==> config.mk <==
export PLATFORM = sky130hd
export DESIGN_NAME = fifo_write_arbiter_flat
export DESIGN_NICKNAME = d
export VERILOG_FILES = /design/src/rtl/fifo_write_arbiter_if.sv /design/src/rtl/fifo_write_arbiter.sv /design/src/flat_wrapper.sv
export SDC_FILE = /design/constraint.sdc
export NUM_CORES = 1
export LEC_CHECK = 0
export BUFFER_PORTS_ARGS = -buffer_cell sky130_fd_sc_hd__buf_2
export CAP_MARGIN = 20
export CORE_UTILIZATION = 46
export CTS_CLUSTER_SIZE = 24
export DETAILED_ROUTE_END_ITERATION = 12
export PLACE_DENSITY = 0.85
export REMOVE_ABC_BUFFERS = 1
export SLEW_MARGIN = 15
export SYNTH_ARGS = -nofsm -noshare
export SYNTH_HDL_FRONTEND = slang
export SYNTH_SLANG_ARGS = --single-unit
==> constraint.sdc <==
create_clock -name wrclock -period 4.4 [get_ports wrclock]
set_input_delay 0 -clock wrclock [delete_from_list [all_inputs] [get_ports wrclock]]
set_output_delay 0 -clock wrclock [all_outputs]
set_load 0.01 [all_outputs]
==> src/rtl/fifo_write_arbiter_if.sv <==
// fifo_write_arbiter_if: requester, FIFO and debug signals of the FIFO write arbiter.
interface fifo_write_arbiter_if #(
    parameter int DATA_W = 32,
    parameter int CNT_W  = 16
);
    logic              req0_write;
    logic [DATA_W-1:0] req0_writedata;
    logic              req0_waitrequest;
    logic              req1_write;
    logic [DATA_W-1:0] req1_writedata;
    logic              req1_waitrequest;
    logic              fifo_write;
    logic [DATA_W-1:0] fifo_writedata;
    logic              fifo_full;
    logic [1:0]        grant;
    logic [CNT_W-1:0]  word_count0;
    logic [CNT_W-1:0]  word_count1;
    modport master (
        output req0_write, req0_writedata, req1_write, req1_writedata, fifo_full,
        input  req0_waitrequest, req1_waitrequest, fifo_write, fifo_writedata,
               grant, word_count0, word_count1
    );
    modport slave (
        input  req0_write, req0_writedata, req1_write, req1_writedata, fifo_full,
        output req0_waitrequest, req1_waitrequest, fifo_write, fifo_writedata,
               grant, word_count0, word_count1
    );
endinterface

==> src/rtl/fifo_write_arbiter.sv <==
// fifo_write_arbiter: round-robin, burst-bounded sharing of one FIFO write port between two Avalon-MM writers.
module fifo_write_arbiter #(
    parameter int DATA_W    = 32,
    parameter int MAX_BURST = 4,
    parameter int CNT_W     = 16
) (
    input logic wrclock,
    input logic reset,
    fifo_write_arbiter_if.slave bus
);
    localparam int BW = MAX_BURST > 1 ? $clog2(MAX_BURST) : 1;
    typedef enum logic [1:0] {IDLE, GRANT0, GRANT1} state_t;
    state_t           state;
    logic [BW-1:0]    burst_cnt;
    logic             last_served;
    logic [CNT_W-1:0] word_count0;
    logic [CNT_W-1:0] word_count1;
    logic             g0, g1, cur_write, other_write, accept, burst_end;
    assign g0          = state == GRANT0;
    assign g1          = state == GRANT1;
    assign cur_write   = g1 ? bus.req1_write : bus.req0_write;
    assign other_write = g1 ? bus.req0_write : bus.req1_write;
    // Reset also masks the handshake so an in-flight word is neither written nor acknowledged.
    assign accept      = (g0 | g1) & cur_write & !bus.fifo_full & !reset;
    assign burst_end   = burst_cnt == BW'(MAX_BURST - 1);
    assign bus.req0_waitrequest = reset | !g0 | bus.fifo_full;
    assign bus.req1_waitrequest = reset | !g1 | bus.fifo_full;
    assign bus.fifo_write       = accept;
    assign bus.fifo_writedata   = g0 ? bus.req0_writedata : g1 ? bus.req1_writedata : '0;
    assign bus.grant            = {g1, g0};
    assign bus.word_count0      = word_count0;
    assign bus.word_count1      = word_count1;
    always_ff @(posedge wrclock) begin
        if (reset) begin
            state       <= IDLE;
            burst_cnt   <= '0;
            last_served <= 1'b1;
            word_count0 <= '0;
            word_count1 <= '0;
        end else if (state == IDLE) begin
            if (bus.req0_write & (!bus.req1_write | last_served)) state <= GRANT0;
            else if (bus.req1_write) state <= GRANT1;
        end else if (!cur_write) begin
            state       <= other_write ? (g0 ? GRANT1 : GRANT0) : IDLE;
            burst_cnt   <= '0;
            last_served <= g1;
        end else if (accept) begin
            word_count0 <= word_count0 + CNT_W'(g0);
            word_count1 <= word_count1 + CNT_W'(g1);
            burst_cnt   <= burst_end ? '0 : burst_cnt + 1'b1;
            // Hand over only at a burst boundary; a stalled grant is never taken away.
            if (burst_end && other_write) begin
                state       <= g0 ? GRANT1 : GRANT0;
                last_served <= g1;
            end
        end
    end
endmodule

==> src/flat_wrapper.sv <==
// flat-port wrapper written by rule: the top's interface ports become plain ports
module fifo_write_arbiter_flat 
#(
    parameter int DATA_W    = 32,
    parameter int MAX_BURST = 4,
    parameter int CNT_W     = 16
)
  (wrclock, reset, bus_req0_write, bus_req0_writedata, bus_req1_write, bus_req1_writedata, bus_fifo_full, bus_req0_waitrequest, bus_req1_waitrequest, bus_fifo_write, bus_fifo_writedata, bus_grant, bus_word_count0, bus_word_count1);
  fifo_write_arbiter_if #(.DATA_W(DATA_W), .CNT_W(CNT_W)) bus_i ();
  input logic wrclock;
  input logic reset;
  input wire logic [$bits(bus_i.req0_write)-1:0] bus_req0_write;
  input wire logic [$bits(bus_i.req0_writedata)-1:0] bus_req0_writedata;
  input wire logic [$bits(bus_i.req1_write)-1:0] bus_req1_write;
  input wire logic [$bits(bus_i.req1_writedata)-1:0] bus_req1_writedata;
  input wire logic [$bits(bus_i.fifo_full)-1:0] bus_fifo_full;
  output wire logic [$bits(bus_i.req0_waitrequest)-1:0] bus_req0_waitrequest;
  output wire logic [$bits(bus_i.req1_waitrequest)-1:0] bus_req1_waitrequest;
  output wire logic [$bits(bus_i.fifo_write)-1:0] bus_fifo_write;
  output wire logic [$bits(bus_i.fifo_writedata)-1:0] bus_fifo_writedata;
  output wire logic [$bits(bus_i.grant)-1:0] bus_grant;
  output wire logic [$bits(bus_i.word_count0)-1:0] bus_word_count0;
  output wire logic [$bits(bus_i.word_count1)-1:0] bus_word_count1;
  assign bus_i.req0_write = bus_req0_write;
  assign bus_i.req0_writedata = bus_req0_writedata;
  assign bus_i.req1_write = bus_req1_write;
  assign bus_i.req1_writedata = bus_req1_writedata;
  assign bus_i.fifo_full = bus_fifo_full;
  assign bus_req0_waitrequest = bus_i.req0_waitrequest;
  assign bus_req1_waitrequest = bus_i.req1_waitrequest;
  assign bus_fifo_write = bus_i.fifo_write;
  assign bus_fifo_writedata = bus_i.fifo_writedata;
  assign bus_grant = bus_i.grant;
  assign bus_word_count0 = bus_i.word_count0;
  assign bus_word_count1 = bus_i.word_count1;
  fifo_write_arbiter #(.DATA_W(DATA_W), .MAX_BURST(MAX_BURST), .CNT_W(CNT_W)) u_core (.wrclock(wrclock), .reset(reset), .bus(bus_i));
endmodule
==> results of run 1 <==
[layout by cell type, fill, tap and decap left out, drive strengths merged, types with 2 or more instances in the layout]
cell type	netlist	layout
buf	8	140
nand2	24	24
a311oi	2	2
nor2b	2	2
nor3	11	11
ha	8	8
o211ai	3	3
or3	2	2
nor2	34	34
clkbuf	10	7
o41ai	2	2
xor2	11	11
and2	5	5
a22o	31	31
nand4	9	9
dfxtp	37	37
o21ai	7	7
xnor2	14	14
and4	3	3
and3	3	3
nand3	8	8
a21oi	7	7
nor4	6	6
inv	9	9
[sequential cells by signal, indices dropped and copies added, names as in the netlist]
signal                  cells
u_core.burst_cnt            2
u_core.bus.word_count0     16
u_core.bus.word_count1     16
u_core.last_served          1
u_core.state                2
[stage by stage]
| stage | setup WS [ns] | hold WS (ns) | area [um^2] | utilization [%] | power (mW) |
|---|---|---|---|---|---|
| floorplan | 1.87 | 0.0691 | 2140 | - | 0.698 |
| global placement | 1.98 | 0.277 | 2910 | 64.6 | 0.897 |
| detailed placement | 1.92 | 0.284 | 2910 | 64.6 | 0.905 |
| CTS | 1.86 | 0.238 | 3030 | 67.2 | 1.21 |
| global route | 1.77 | 0.267 | 3040 | 67.5 | 1.29 |
| finish | 1.88 | 0.249 | 3040 | 67.6 | 1.21 |
[worst max-delay path, cell delays in order (launching register included)]
cell,delay [ns]
dfxtp_1,0.36
inv_1,0.09
ha_1,0.28
or3b_4,0.39
or4b_1,0.72
nor3_1,0.32
xnor2_1,0.18
nor2_1,0.06
[logic make-up (layout without fill, tap and decap cells)]
| kind of cell | after synthesis | in the layout |
|---|---|---|
| flops | 37 | 37 |
| xor+xnor | 25 | 25 |
| fa+ha+maj | 8 | 8 |
| simple gates | 110 | 110 |
| compound gates | 59 | 59 |
| other cells | 0 | 1 |
| mux | 2 | 2 |
| buf+inv | 27 | 157 |
[worst min-delay path by stage]
| stage | endpoint |
|---|---|
| after floorplan | u_core.bus.word_count0[0] |
| after global placement | bus_fifo_writedata[30] |
| after detailed placement | bus_fifo_writedata[30] |
| after CTS | u_core.last_served |
| after global routing | u_core.burst_cnt[1] |
| final | u_core.last_served |
[power groups by stage]
stage	registers, mW	logic (mW)	clock network (mW)
2_1_floorplan	0.358	0.340	0
3_3_place_gp	0.359	0.539	0
3_5_place_dp	0.360	0.545	0
4_1_cts	0.352	0.547	0.307
5_1_grt	0.354	0.607	0.327
6_report	0.352	0.560	0.302
[per-layer routing]
layer | share of wire, % | wire (um) | global-route usage (%) | vias to the layer above
li1 | - | - | - | 1224
met1 | 46 | 2920 | 30.5 | 1136
met2 | 48 | 3040 | 38.5 | 84
met3 | 5.9 | 378 | 5.20 | 2
met4 | 0.39 | 25 | 5.66 | 0
met5 | 0 | 0 | 0 | -
[cell usage after synthesis, drive strengths merged]
cell / n
a21oi: 7
a22o: 31
nor3: 11
a31oi: 1
and4: 3
o21a: 1
and2: 5
o41ai: 2
or3b: 1
nor3b: 1
nand2: 24
nand3: 8
mux2: 1
xnor2: 14
ha: 8
xor2: 11
o211ai: 3
o21ai: 7
nand4: 9
dfxtp: 37
a311oi: 2
nor2: 34
or4b: 1
mux2i: 1
inv: 9
nor2b: 2
a31o: 1
and3: 3
or3: 2
a22oi: 1
a32o: 1
o31ai: 1
clkbuf: 10
o2bb2ai: 1
buf: 8
nor4: 6
[final cells by class]
cell class	instances	area (um^2)	share of cell area, %
multi-input combinational	204	1370	45.0
sequential	37	741	24.3
timing repair buffer	140	716	23.5
clock buffer	7	86.3	2.84
tap	52	65.1	2.14
inverter	9	33.8	1.11
clock inverter	1	30.0	0.986
antenna	1	2.50	0.0822
==> summary.md, run 1 <==
| Metric | Value |
|---|---|
| # resized after CTS | `0` |
| Height of the die | `71.6 um` |
| Top post-synthesis cells by area | `dfxtp_1, a22o_1, nor2_1, xnor2_1, ha_1` |
| Status | `finished clean` |
| Reg-to-reg startpoint | `u_core.state[1]` |
| DR DRC count | `0` |
| First-pass DRT Iterations | `4` |
| Synth Cell Area | `0.00223 mm^2` |
| Syn. warnings | `0` |
| Reg power frac | `29.0%` |
| Worst Path Max Fanout | `7` |
| # setup viols final | `0` |
| Combinational share of power | `46.1%` |
| R2R cell count | `7` |
| Overall routed net length | `6.36 mm` |
| Largest net degree at the start of global routing | `41` |
| Startpoint Class | `flop` |
| Port Buffers | `137` |
| DR WL/cell | `14.1 um` |
| Max clock buf depth | `2` |
| Xor/xnor share of the synthesized area | `9.83%` |
| Layout cell share with drive strength beyond 1 | `38.7%` |
| Sw Pwr | `0.435 mW` |
| Internal | `0.779 mW` |
| Worst hold start | `bus_req1_write` |
| Clock power frac | `24.9%` |
| Layout area overhead | `36.6%` |
| Grt total ovfl | `0` |
| Yosys cell types | `41` |
| Top cell type's share of synthesized area | `33.2%` |
| Setup crit end kind | `flop` |
| Cell count after placement | `441` |
| Final worst-path cycle share | `57.3%` |
| Mux share of post-synthesis cell area | `0.955%` |
| Reg2reg end | `u_core.bus.word_count1[10]` |
| Setup TNS | `0 ns` |
| Hold depth | `4` |
| Largest family of logic cells by synthesized area | `simple AND/OR/NAND/NOR gates` |
| Final Skew | `0.00966 ns` |
| DRT iter0 DRCs | `163` |
| Tmin final | `2.52 ns` |
| Seq/Total Area, Yosys | `33.2%` |
| Crit path kind | `reg2reg` |
| Max-slew violations | `0` |
| Num CTS Buffers | `5` |
| Post-Layout Cell Count | `451` |
| CP endpoint | `u_core.bus.word_count1[10]` |
| Post-synthesis adder-cell area fraction | `4.49%` |
| Max cap viols | `0` |
| Cts hold-fix bufs | `0` |
| Via count | `2446` |
| Rel. slew slack | `52.6%` |
| Antenna-violating nets left | `0` |
| Leak | `1.49 nW` |
| Clk sinks | `37` |
| Clk_lat worst skew | `0.28 ns` |
| Compound-Gate Fraction of Synth Area | `20.4%` |
| PwrDens | `399 mW/mm^2` |
| Hold/Removal Path Class | `in2reg` |
| Clk slew on worst S/H paths | `0.08 ns` |
| Switching Share | `35.8%` |
| DIE WIDTH | `71.6 um` |
| Worst Setup SP | `u_core.state[1]` |
| Num rows | `24` |
| R2R setup slack | `1.88 ns` |
| Worst vdd ir | `0.198 mV` |
| Fin nets | `474` |
| Final hold viol count | `0` |
| Worst-Margin Slew | `0.710 ns` |
| Initial antenna violation count | `0` |
| Starting Density | `49.5%` |
| Root buffer cell | `clkbuf_8` |
| Final HPWL DP | `4.66 mm` |
| I/O pin total | `138` |
| Htree depth | `2` |
| Arrival time worst endpoint | `2.67 ns` |
| Vias/cell | `5.42` |
| Core area | `0.00450 mm^2` |
| Post-Syn Instances | `268` |
| Yosys reg bits | `37` |
| Req. time, crit path | `4.55 ns` |
| Global-route wire length before repair | `9.67 mm` |
| Fillers | `394` |
| RSZ-0062 raised after global routing | `false` |
| Mean Syn Cell Area | `8.31 um^2` |
| Max frequency | `397 MHz` |
| Vias in the first global route | `2159` |
| RePlAce Congestion | `0.796` |
| CTS tree | `built` |
| Die area | `0.00513 mm^2` |
| Simple-gate share of the synthesized area | `25.7%` |
| GRT Overall Usage | `23.1%` |
| # Post-CTS Setup Buffers | `0` |
| Largest area contributor in the netlist | `dfxtp_1` |
Power figures use the tool's default switching activity.
==> run 2: changes to the inputs <==
Settings changed: CORE_UTILIZATION 46 to 43, PLACE_DENSITY 0.85 to 0.8.
Clock period 4.4 ns to 2.4 ns, I/O delays scaled along.
==> run 2 against run 1 <==
Compared with the run above:
- routed wire length rose by 2.8%
- sequential share of layout area decreased by 0.62 points
- register-to-register slack got worse by 1.8 ns
- clock skew shrank 0.0031 ns
- total power up 86%
- fmax grew 10%
- sequential power grew 84%
- final area up 2.8%
- final cell count grew 4.7%
- global-route usage shrank 1.2 points
- largest cell class unchanged
- largest power group unchanged
==> summary.md, run 2 (same netlist as run 1, synthesis figures left out) <==
| Metric | Value |
|---|---|
| Initial antenna violation count | `0` |
| Final hold viol count | `0` |
| PwrDens | `723 mW/mm^2` |
| Hold depth | `5` |
| Biggest regs | `u_core.bus.word_count0 x16, u_core.bus.word_count1 x16` |
| Die area | `0.00547 mm^2` |
| Slowest cell on crit path | `or4b_4` |
| Final HPWL DP | `4.90 mm` |
| I/O pin total | `138` |
| Clk sinks | `37` |
| Num rows | `25` |
| Worst Path Max Fanout | `7` |
| R2R cell count | `7` |
| DRT iter0 DRCs | `146` |
| Layout cell share with drive strength beyond 1 | `41.2%` |
| Worst-Margin Slew | `0.489 ns` |
| Cts hold-fix bufs | `0` |
| Fin nets | `481` |
| Core area | `0.00485 mm^2` |
| CP max stage delay | `0.61 ns` |
| Layout area overhead | `40.4%` |
| Largest net degree at the start of global routing | `40` |
| Clk slew on worst S/H paths | `0.08 ns` |
| Diodes inserted | `0` |
| Max frequency | `436 MHz` |
| Cell Area, Placed | `0.00299 mm^2` |
| Vias/cell | `5.20` |
| CTS tree | `built` |
| Design area | `0.00313 mm^2` |
| Vias in the first global route | `2115` |
| Max-slew violations | `0` |
| Global-route wire length before repair | `9.50 mm` |
| Crit path kind | `reg2reg` |
| Antenna-violating nets left | `0` |
| Root buffer cell | `clkbuf_8` |
| # Post-CTS Setup Buffers | `0` |
| Startpoint Class | `flop` |
| Post-Layout Cell Count | `472` |
| Power, Total | `2.26 mW` |
| Max cap viols | `0` |
| Leak | `1.53 nW` |
| Htree depth | `2` |
| Max clock buf depth | `2` |
| DR DRC count | `0` |
| GRT Overall Usage | `21.9%` |
| Chain of cells forming the critical path | `inv_1 -> ha_1 -> or3b_4 -> or4b_4 -> nor4_4 -> xnor2_1 -> nor2_1` |
| Commonest non-fill, non-tap cell in the layout | `buf_2` |
| Status | `finished clean` |
| Commonest non-fill, non-tap cells in the layout | `buf_2, dfxtp_1, nor2_1` |
| Via count | `2456` |
| Grt total ovfl | `0` |
| Final worst-path cycle share | `95.5%` |
| Num CTS Buffers | `5` |
| Req. time, crit path | `2.57 ns` |
| Worst vdd ir | `0.352 mV` |
| Setup crit end kind | `flop` |
| Starting Density | `46.0%` |
| Overall routed net length | `6.54 mm` |
| Height of the die | `74.0 um` |
| # setup viols final | `0` |
| RePlAce Congestion | `0.806` |
| DR WL/cell | `13.8 um` |
| Port Buffers | `137` |
| DIE WIDTH | `74.0 um` |
| RSZ-0062 raised after global routing | `false` |
| Tmin final | `2.29 ns` |
| Hold/Removal Path Class | `in2reg` |
| Rel. slew slack | `67.1%` |
| Clk_lat worst skew | `0.29 ns` |
| Arrival time worst endpoint | `2.46 ns` |
| Cell count after placement | `464` |
| First-pass DRT Iterations | `4` |
| Final Skew | `0.00656 ns` |
-- run 2: metal layers --
metal  global-route usage [%]  up-vias  wire [um]
li1                         -     1231          -
met1                     30.2     1142       3010
met2                     34.6       76       3100
met3                     5.28        7        384
met4                     5.34        0         42
met5                        0        -          0
-- run 2: metrics by stage --
step,util [%],hold slack (ns),TNS (ns),worst slack (ns)
detailed placement,61.7,0.292,-0.317,-0.0667
global placement,61.7,0.281,-0.0129,-0.0129
CTS,64.2,0.232,0,0.00352
finish,64.5,0.244,0,0.108
floorplan,-,0.0691,-0.492,-0.132
global route,64.5,0.263,0,0.0113
-- run 2: worst paths after layout --
check / end / slack (ns) / start
min: u_core.last_served / 0.24 / bus_req0_write
max reg2reg: u_core.bus.word_count1[15] / 0.11 / u_core.state[1]
max: u_core.bus.word_count1[15] / 0.11 / u_core.state[1]
min reg2reg: u_core.bus.word_count0[0] / 0.50 / u_core.bus.word_count0[0]
-- run 2: what timing repair did --
action / in CTS / in global routing
gates resized for setup: 1 / 4
gates cloned: 0 / 0
endpoints found under the setup margin: 6 / 11
-- run 2: layout make-up --
type                       instances  area, um^2
clock inverter                     2        37.5
tap                               67        83.8
clock buffer                       6        82.6
inverter                           9        33.8
timing repair buffer             147         761
fill                             427        1720
multi-input combinational        204        1390
sequential                        37         742
-- run 2: report_power, final --
part	leakage, nW	switching (mW)	internal [mW]
registers	0.299	0.0120	0.635
clock network	0.0574	0.221	0.338
logic	1.17	0.586	0.472
total	1.53	0.819	1.44
-- run 2: critical path: cells and delay by family, from the launching register on --
family	cells	cell delay (ns)
simple gates	4	1.34
fa+ha+maj	1	0.28
xor+xnor	1	0.14
flops	1	0.34
buf+inv	1	0.07
